--- config.mk ---
export PLATFORM = sky130hd
export DESIGN_NAME = ex_muldiv_unit_flat
export DESIGN_NICKNAME = d
export VERILOG_FILES = /design/src/rtl/ex_muldiv_unit_if.sv /design/src/rtl/ex_muldiv_unit.sv /design/src/flat_wrapper.sv
export SDC_FILE = /design/constraint.sdc
export NUM_CORES = 1
export LEC_CHECK = 0
export CELL_PAD_IN_SITES_DETAIL_PLACEMENT = 2
export CELL_PAD_IN_SITES_GLOBAL_PLACEMENT = 2
export CORE_UTILIZATION = 37
export DETAILED_ROUTE_END_ITERATION = 6
export PLACE_DENSITY_LB_ADDON = 0.1
export SLEW_MARGIN = 30
export SYNTH_ARGS = -nofsm -noshare
export SYNTH_HDL_FRONTEND = slang
export SYNTH_SLANG_ARGS = --single-unit
--- constraint.sdc ---
create_clock -name clk -period 8.8 [get_ports clk]
set_clock_uncertainty 0.15 [all_clocks]
set_input_delay 1.76 -clock clk [delete_from_list [all_inputs] [get_ports clk]]
set_output_delay 1.76 -clock clk [all_outputs]
set_load 0.01 [all_outputs]
--- src/rtl/ex_muldiv_unit_if.sv ---
// Handshake bundle between the ID/EX register and the EX-stage multiply/divide unit.
// The master side presents the decoded op and forwarded operands. The slave side
// returns HI/LO, the MF read data and the stall/status flags.
interface ex_muldiv_unit_if;
    logic [3:0]  op;
    logic [31:0] a;
    logic [31:0] b;
    logic        kill;
    logic [31:0] rdata;
    logic [31:0] hi;
    logic [31:0] lo;
    logic        busy;
    logic        stall_req;
    logic        done;

    modport master (
        output op, a, b, kill,
        input  rdata, hi, lo, busy, stall_req, done
    );

    modport slave (
        input  op, a, b, kill,
        output rdata, hi, lo, busy, stall_req, done
    );
endinterface

--- src/rtl/ex_muldiv_unit.sv ---
// Iterative 32-bit multiply/divide unit with architectural HI/LO registers.
// Multiplies use shift-add and divides use restoring division, each over 32 iterations
// on operand magnitudes. The result sign is applied in a final FIX cycle.
// MTHI/MTLO write in one cycle, and MFHI/MFLO read combinationally.
module ex_muldiv_unit (
    input  logic            clk,
    input  logic            reset,
    ex_muldiv_unit_if.slave bus
);
    localparam int DATA_W = 32;

    localparam logic [3:0] OP_MULT  = 4'd1;
    localparam logic [3:0] OP_MULTU = 4'd2;
    localparam logic [3:0] OP_DIV   = 4'd3;
    localparam logic [3:0] OP_DIVU  = 4'd4;
    localparam logic [3:0] OP_MTHI  = 4'd5;
    localparam logic [3:0] OP_MTLO  = 4'd6;
    localparam logic [3:0] OP_MFHI  = 4'd7;
    localparam logic [3:0] OP_MFLO  = 4'd8;

    typedef enum logic [1:0] {
        IDLE = 2'd0,
        CALC = 2'd1,
        FIX  = 2'd2
    } state_t;

    state_t                state;
    logic [4:0]            cnt;
    // Multiply: {partial product high, product bits shifted in}.
    // Divide: {remainder, quotient}.
    logic [2*DATA_W-1:0]   acc;
    // Multiply: multiplicand. Divide: dividend, shifted left one bit per step.
    logic [DATA_W-1:0]     opnd_a;
    // Multiply: multiplier, shifted right one bit per step. Divide: divisor.
    logic [DATA_W-1:0]     opnd_b;
    logic                  is_div;
    logic                  neg_q;    // negate product / quotient in FIX
    logic                  neg_r;    // negate remainder in FIX
    logic [DATA_W-1:0]     hi_reg;
    logic [DATA_W-1:0]     lo_reg;
    logic                  done_reg;

    logic                  is_start;
    logic                  op_signed;
    logic                  op_is_div;
    logic [DATA_W:0]       mul_sum;
    logic [2*DATA_W-1:0]   mul_next;
    logic [DATA_W:0]       div_shift;
    logic [DATA_W:0]       div_diff;
    logic [2*DATA_W-1:0]   div_next;
    logic [2*DATA_W-1:0]   prod_fixed;
    logic [DATA_W-1:0]     quot_fixed;
    logic [DATA_W-1:0]     rem_fixed;

    // Unsigned magnitude of an operand. Signed ops take the two's complement of negatives.
    // 0x80000000 maps to itself, which is the correct unsigned magnitude.
    function automatic logic [DATA_W-1:0] magnitude(input logic [DATA_W-1:0] v,
                                                    input logic is_signed);
        logic signed [DATA_W-1:0] sv;
        sv = v;
        return (is_signed && (sv < 0)) ? (~v + 1'b1) : v;
    endfunction

    // Conditional 32-bit two's complement negation.
    function automatic logic [DATA_W-1:0] neg_if32(input logic [DATA_W-1:0] v,
                                                   input logic en);
        return en ? (~v + 1'b1) : v;
    endfunction

    // Conditional 64-bit two's complement negation.
    function automatic logic [2*DATA_W-1:0] neg_if64(input logic [2*DATA_W-1:0] v,
                                                     input logic en);
        return en ? (~v + 1'b1) : v;
    endfunction

    assign is_start  = (bus.op == OP_MULT) || (bus.op == OP_MULTU) ||
                       (bus.op == OP_DIV)  || (bus.op == OP_DIVU);
    assign op_signed = (bus.op == OP_MULT) || (bus.op == OP_DIV);
    assign op_is_div = (bus.op == OP_DIV)  || (bus.op == OP_DIVU);

    // One shift-add multiply step: add the multiplicand into the top half
    // (33 bits, carry kept), then shift the whole accumulator right by one.
    always_comb begin
        mul_sum = {1'b0, acc[2*DATA_W-1:DATA_W]};
        if (opnd_b[0]) begin
            mul_sum = mul_sum + {1'b0, opnd_a};
        end
        mul_next = {mul_sum, acc[DATA_W-1:1]};
    end

    // One restoring divide step. Shift the next dividend bit into the remainder,
    // trial-subtract the divisor, and keep the difference only when it is non-negative.
    // The remainder stays below the divisor, so a 33-bit subtract is sufficient.
    always_comb begin
        div_shift = {acc[2*DATA_W-1:DATA_W], opnd_a[DATA_W-1]};
        div_diff  = div_shift - {1'b0, opnd_b};
        if (!div_diff[DATA_W]) begin
            div_next = {div_diff[DATA_W-1:0], acc[DATA_W-2:0], 1'b1};
        end else begin
            div_next = {div_shift[DATA_W-1:0], acc[DATA_W-2:0], 1'b0};
        end
    end

    assign prod_fixed = neg_if64(acc, neg_q);
    assign quot_fixed = neg_if32(acc[DATA_W-1:0], neg_q);
    assign rem_fixed  = neg_if32(acc[2*DATA_W-1:DATA_W], neg_r);

    assign bus.busy      = (state != IDLE);
    assign bus.stall_req = bus.busy && (bus.op >= OP_MULT) && (bus.op <= OP_MFLO);
    assign bus.rdata     = (bus.op == OP_MFHI) ? hi_reg :
                           (bus.op == OP_MFLO) ? lo_reg : '0;
    assign bus.hi        = hi_reg;
    assign bus.lo        = lo_reg;
    assign bus.done      = done_reg;

    // Control FSM and datapath registers.
    // A kill drops back to IDLE without touching HI/LO. It also wins over the
    // last-iteration transition into FIX.
    always_ff @(posedge clk or negedge reset) begin
        if (!reset) begin
            state    <= IDLE;
            cnt      <= '0;
            acc      <= '0;
            opnd_a   <= '0;
            opnd_b   <= '0;
            is_div   <= 1'b0;
            neg_q    <= 1'b0;
            neg_r    <= 1'b0;
            hi_reg   <= '0;
            lo_reg   <= '0;
            done_reg <= 1'b0;
        end else begin
            done_reg <= 1'b0;
            case (state)
                IDLE: begin
                    if (!bus.kill) begin
                        if (is_start) begin
                            opnd_a <= magnitude(bus.a, op_signed);
                            opnd_b <= magnitude(bus.b, op_signed);
                            is_div <= op_is_div;
                            neg_q  <= op_signed && (bus.a[DATA_W-1] ^ bus.b[DATA_W-1]);
                            neg_r  <= op_signed && op_is_div && bus.a[DATA_W-1];
                            acc    <= '0;
                            cnt    <= '0;
                            state  <= CALC;
                        end else if (bus.op == OP_MTHI) begin
                            hi_reg <= bus.a;
                        end else if (bus.op == OP_MTLO) begin
                            lo_reg <= bus.a;
                        end
                    end
                end
                CALC: begin
                    if (bus.kill) begin
                        state <= IDLE;
                    end else begin
                        if (is_div) begin
                            acc    <= div_next;
                            opnd_a <= opnd_a << 1;
                        end else begin
                            acc    <= mul_next;
                            opnd_b <= opnd_b >> 1;
                        end
                        cnt <= cnt + 5'd1;
                        if (cnt == 5'd31) begin
                            state <= FIX;
                        end
                    end
                end
                FIX: begin
                    if (!bus.kill) begin
                        if (is_div) begin
                            lo_reg <= quot_fixed;
                            hi_reg <= rem_fixed;
                        end else begin
                            hi_reg <= prod_fixed[2*DATA_W-1:DATA_W];
                            lo_reg <= prod_fixed[DATA_W-1:0];
                        end
                        done_reg <= 1'b1;
                    end
                    state <= IDLE;
                end
                default: begin
                    state <= IDLE;
                end
            endcase
        end
    end
endmodule

--- src/flat_wrapper.sv ---
// flat-port wrapper written by rule: the top's interface ports become plain ports
module ex_muldiv_unit_flat 
  (clk, reset, bus_op, bus_a, bus_b, bus_kill, bus_rdata, bus_hi, bus_lo, bus_busy, bus_stall_req, bus_done);
  ex_muldiv_unit_if bus_i ();
  input  logic clk;
  input  logic reset;
  input wire logic [$bits(bus_i.op)-1:0] bus_op;
  input wire logic [$bits(bus_i.a)-1:0] bus_a;
  input wire logic [$bits(bus_i.b)-1:0] bus_b;
  input wire logic [$bits(bus_i.kill)-1:0] bus_kill;
  output wire logic [$bits(bus_i.rdata)-1:0] bus_rdata;
  output wire logic [$bits(bus_i.hi)-1:0] bus_hi;
  output wire logic [$bits(bus_i.lo)-1:0] bus_lo;
  output wire logic [$bits(bus_i.busy)-1:0] bus_busy;
  output wire logic [$bits(bus_i.stall_req)-1:0] bus_stall_req;
  output wire logic [$bits(bus_i.done)-1:0] bus_done;
  assign bus_i.op = bus_op;
  assign bus_i.a = bus_a;
  assign bus_i.b = bus_b;
  assign bus_i.kill = bus_kill;
  assign bus_rdata = bus_i.rdata;
  assign bus_hi = bus_i.hi;
  assign bus_lo = bus_i.lo;
  assign bus_busy = bus_i.busy;
  assign bus_stall_req = bus_i.stall_req;
  assign bus_done = bus_i.done;
  ex_muldiv_unit u_core (.clk(clk), .reset(reset), .bus(bus_i));
endmodule
---- Word-level counts from Yosys, hierarchy flattened ----
Index checks and enable logic that the tools add are counted.
word-level totals
  register bits ........................... 203
  input bits .............................. 71
  output and inout bits ................... 99
  word-level logic and storage cells ...... 123
cells by class
  add/subtract/negate cells ............... 8
  magnitude comparators ................... 4
  equality and inequality tests ........... 22
  muxes and demuxes ....................... 48
  bitwise operators ....................... 7
  reduce and logical (&&, ||, !) cells .... 23
operators with widths
  operator               count
  $mux 32                25
  $mux 64                6
  $pmux 32 s2            4
  $add 32x1->32 const B  4
  $not 32->32            4
  $pmux 64 s2            1
  $add 64x1->64 const B  1
  $lt 32x1->1 const B    2
  $not 64->64            1
  $add 32x32->33         1
  $mux 33                1
  $sub 33x32->33         1
  $eq 4x3->1 const B     4
  $mux 5                 3
  $reduce_and 5->1       3
  $ne 2x2->1 const B     6
  $pmux 5 s2             1
  $eq 4x2->1 const B     2
  $mux 2                 4
  $ne 2x1->1 const B     4
  $logic_and 1x1->1      7
  $reduce_and 3->1       2
  $reduce_and 6->1       1
  $reduce_bool 2->1      3
  other kinds (16)       21

---- Depth between registers and ports, before layout ----
  word-level depth ........................ 7
  gate-level depth with buffers ........... 14
  depth with buffers taken out ............ 12

---- Worst setup path after synthesis ----
Ideal clock, no wire load.
  path type ............................... input-to-output
  from .................................... in bus_op[0]
  to ...................................... out bus_rdata[10]
  arrival time ............................ 2.838 ns
  data required time ...................... 6.890 ns
  slack ................................... 4.052 ns
  stages on the path ...................... 5
  path buffers ............................ 2
  path through ............................ nor3_1 > and2_1 > clkbuf_1 > clkbuf_1 > a22o_1
between the ends
  word-level cells in the longest chain between the ends .. 3
  elaborated cells between the ends (all ways) .. 4
  classes of those cells .................. eq/ne: 2; mux: 2
ends and longest elaborated chain
  element          line                   RTL
  start, declared  flat_wrapper.sv:7      input wire logic [$bits(bus_i.op)-1:0] bus_op;
  $eq 4x4->1       ex_muldiv_unit.sv:111  (bus.op == OP_MFLO) ? lo_reg : '0;
  $mux 32          ex_muldiv_unit.sv:111
  $mux 32 *        ex_muldiv_unit.sv:110  assign bus.rdata = (bus.op == OP_MFHI) ? hi_reg :
  end, declared    flat_wrapper.sv:11     output wire logic [$bits(bus_i.rdata)-1:0] bus_rdata;
Every way passes the cells marked *; elsewhere a longest branch is shown, timed or not.

---- Worst setup path after layout ----
  from .................................... in bus_op[0]
  to ...................................... out bus_rdata[4]
The elaborated chain is that of the path after synthesis.

==> impl_summary.txt <==
----------------------------------------------------
[Clocking]
  Count of hold-fix buffers inserted at cts ... 0
  Inserted Clock Buffers ... 27
  Clock net sink count ... 203
  Post-CTS setup repair buffer count ... 0
  Clock tree from TritonCTS ... built
  H-tree depth ... 1
  Clk_lat worst skew ... 0.57 ns
  Clock transition at the register clock pins on the worst setup and hold paths after CTS ... 0.06 ns
  Max Root-Sink Buffers ... 3
  Clock tree root buffer cell ... clkbuf_16
  Gates resized, CTS repair ... 0

[Pwr]
  Power spent charging and discharging nets ... 2.190 mW
  Internal power consumption ... 2.795 mW
  Part of the power in the clock network ... 24.6%
  Total power consumption of the routed design ... 4.984 mW
  Switching power as a share of total power ... 43.93%
  Peak VDD IR ... 0.1768 mV
  Power share of the combinational group ... 47.3%
  Static power due to leakage ... 8.151 nW
  Seq pwr share ... 28.2%
  Power per cell area ... 253.9 nW/um2

[Placement]
  Port bufs ... 169
  Placed cell count ... 2772
  Routability congestion estimate from global placement ... 0.9091
  Final HPWL DP ... 55830 um

[GRT]
  Most Crowded Layer GR ... met2
  Global-route congestion overflow total ... 0
  Met2 track demand over resource ... 57.43%
  Via count of the first global-routing pass ... 18370
  Global router's overall resource usage ... 32.09%
  First-pass GRT wire length ... 111400 um
  Number of antenna violations at the first check in global routing ... 0
  Met1 global-route usage ... 39.63%
  Met3 track demand over resource ... 3.442%
  Pin count of the biggest net entering global routing ... 104

[Logic synthesis]
  Number of warnings printed during yosys synthesis ... 0
  Register area share after synthesis ... 30.93%
  Yosys top cell by area ... dfrtp_1
  Mapped Avg Cell Area ... 7.728 um2
  Share of async-settable or async-resettable flops after synthesis ... 100.0%
  Number of synthesized register bits ... 203
  Number of standard cells after synthesis ... 2125
  Number of enable flip-flop cells after synthesis ... 0
  Area of the mapped netlist ... 16420 um2
  Most area-consuming cells after synthesis ... dfrtp_1 (31%), o21ai_0 (7.6%), a21oi_1 (6.5%)
  Area share of the leading cell type in the synthesized netlist ... 30.93%
  Synth Flop Type ... dfrtp_1
  Post-synth net total ... 2268
  Number of distinct standard cells referenced by the synthesized netlist ... 80

[Timing]
  Worst hold slack ... 0.3566 ns
  Worst-case headroom to the max-slew limit ... 35.53%
  Fin Setup TNS ... 0 ns
  Count of final max-slew check failures ... 0
  RSZ-0062 raised after global routing ... no
  Final cycle utilization of the critical path ... 68.67%
  Transition time at the pin with the least slew margin ... 0.9582 ns
  Hold Vio Cnt, Final ... 0
  Fmax ... 165.5 MHz
  Total setup violations reported at the end of the flow ... 0
  Final Critical Period ... 6.043 ns

[Floorplanning]
  IO Pins ... 170
  Vertical die dimension ... 212.7 um
  Site row count ... 76
  Effective utilization at floorplan ... 37.79%
  Area of the core ... 43460 um2
  Chip Width ... 212.7 um
  Area of the die ... 45230 um2

[Critical path]
  Most Frequent Cell on Critical Path ... clkdlybuf4s50_1
  Reg2reg start ... u_core.opnd_b[0]$_DFFE_PN0P_
  Cell breakdown of the critical path ... clkdlybuf4s50_1 > nor3_1 > and2_2 > a22o_1 > clkdlybuf4s50_1
  Worst stage delay on the critical path ... 0.65 ns
  Data arrival time of the critical path ... 4.13 ns
  Path depth of the worst reg2reg path ... 15
  CP Capture Type ... output pin
  Worst endpoint required time ... 6.89 ns
  Endpoint of the worst register-to-register path ... u_core.acc[58]$_DFFE_PN0P_
  Cell with the largest stage delay on the worst path ... and2_2
  CP Max Fanout ... 33
  Critical path launch point type ... primary input
  Worst setup slack for register-to-register paths ... 4.57 ns
  Type of the worst setup path ... in2out

[Cells and area]
  Number of antenna diodes ... 0
  Post-Layout Cell Count ... 2818
  Fraction of layout cells with a size suffix above 1 ... 5.240%
  Register ranked first by flip-flop count ... u_core.acc
  Final core utilization ... 45.17%
  Number of nets at the end of the flow ... 2360
  Number of flip-flops under the largest register name ... 64
  Layout overhead on the synthesized area ... 19.54%

[Hold path]
  Capture endpoint of the worst hold path ... u_core.cnt[3]$_DFFE_PN0P_
  Min-Delay Startpoint ... u_core.cnt[3]$_DFFE_PN0P_
  Hold-critical path depth ... 1
  Tightest Hold Check Type ... reg2reg

[Drt]
  # DRC ... 0
  Count of TritonRoute iterations in the first routing pass ... 5
  Count of antenna-violating nets left after detailed routing ... 0
  Initial detailed-routing violation count ... 1052
  Detailed-route wire length per cell ... 25.73 um
  Routed wire length ... 72500 um
  Vias per Instance ... 6.109
  Count of vias placed by the detailed router ... 17220

[Outcome]
  Run status ... finished clean

[Run]
  Count of max-cap constraint violations ... 0

----------------------------------------------------
[through the flow]
step           cell area (um2)  setup slack (ns)
3_5_place_dp             18630             2.753
2_1_floorplan            16420             4.052
6_report                 19630             2.757
5_1_grt                  19630             2.601
4_1_cts                  19600             2.759
3_3_place_gp             18630             2.590
[power by group through the flow]
| stage | registers, mW | clock network [mW] | logic, mW |
|---|---|---|---|
| floorplan | 1.31 | 0 | 1.48 |
| global placement | 1.40 | 0 | 2.24 |
| detailed placement | 1.41 | 0 | 2.33 |
| CTS | 1.40 | 1.25 | 2.35 |
| global route | 1.42 | 1.28 | 2.57 |
| finish | 1.40 | 1.22 | 2.36 |
[routing by layer]
metal | share of wire [%] | wire length [um] | vias to the layer above
li1 | - | - | 7891
met1 | 42 | 30640 | 8800
met2 | 50 | 36280 | 407
met3 | 4.1 | 2939 | 118
met4 | 3.6 | 2639 | 0
met5 | 0 | 0 | -
[worst max path at each step]
stage	start	slack [ns]	end
floorplan	bus_op[0]	4.05	bus_rdata[10]
global placement	bus_op[1]	2.59	bus_rdata[4]
detailed placement	bus_op[0]	2.75	bus_rdata[1]
CTS	bus_op[0]	2.76	bus_rdata[1]
global route	bus_op[0]	2.60	bus_rdata[31]
finish	bus_op[0]	2.76	bus_rdata[4]
[kinds of logic after synthesis]
kind of cell	count (synthesis)	share of synthesized area [%]
compound gates	775	29.23
simple gates	696	19.86
flops	203	30.93
buf+inv	202	4.686
xor+xnor	146	7.787
fa+ha+maj	72	5.577
mux	31	1.935
[area by class of cell]
class	count	area, um2
Clock inverter	10	195.2
Fill cell	4944	23830
Multi-Input combinational cell	1720	10630
Tap cell	585	732.0
Sequential cell	203	5080
Inverter	59	221.5
Timing Repair Buffer	206	1994
Clock buffer	35	775.7
[critical path, delay by kind of cell]
kind,cells,cell delay [ns]
AOI/OAI and AO/OA,1,0.24
buffers and inverters,2,1.06
and+or+nand+nor,2,1.03
[cells in the final DEF (no fill, tap or decap), drive strengths merged, types with 16 or more instances in the layout]
cell type and count:
inv 60, o21ai 258, nand2b 20, o211ai 23, buf 38, o41ai 20, dfrtp 203, a22oi 33
xor2 70, ha 70, nor2 180, a21oi 212, a22o 34, nand2 257, xnor2 76, and2 20
nand4 17, o31ai 45, nor3 48, o21a 16, clkdlybuf4s50 168, and3 19, a211oi 20, or3 30
a21o 27, clkbuf 35, nand3 35, nor2b 20, mux2i 25
[synthesized netlist by cell type (9+ instances only)]
master    count
nand2_1     257
o21ai_0     251
a21oi_1     212
dfrtp_1     203
nor2_1      180
clkbuf_1    121
xnor2_1      76
ha_1         70
xor2_1       70
inv_1        59
nor3_1       48
o31ai_1      45
a22o_1       34
nand3_1      34
a22oi_1      33
or3_1        30
a21o_1       27
mux2i_1      25
o211ai_1     23
a211oi_1     20
nand2b_1     20
nor2b_1      20
and2_1       19
and3_1       19
o41ai_1      17
nand4_1      16
o21a_1       16
a31oi_1      14
buf_1        13
nor4_1       12
a221oi_1      9
buf_2         9
Note: power is estimated with default switching activity, not from simulation.
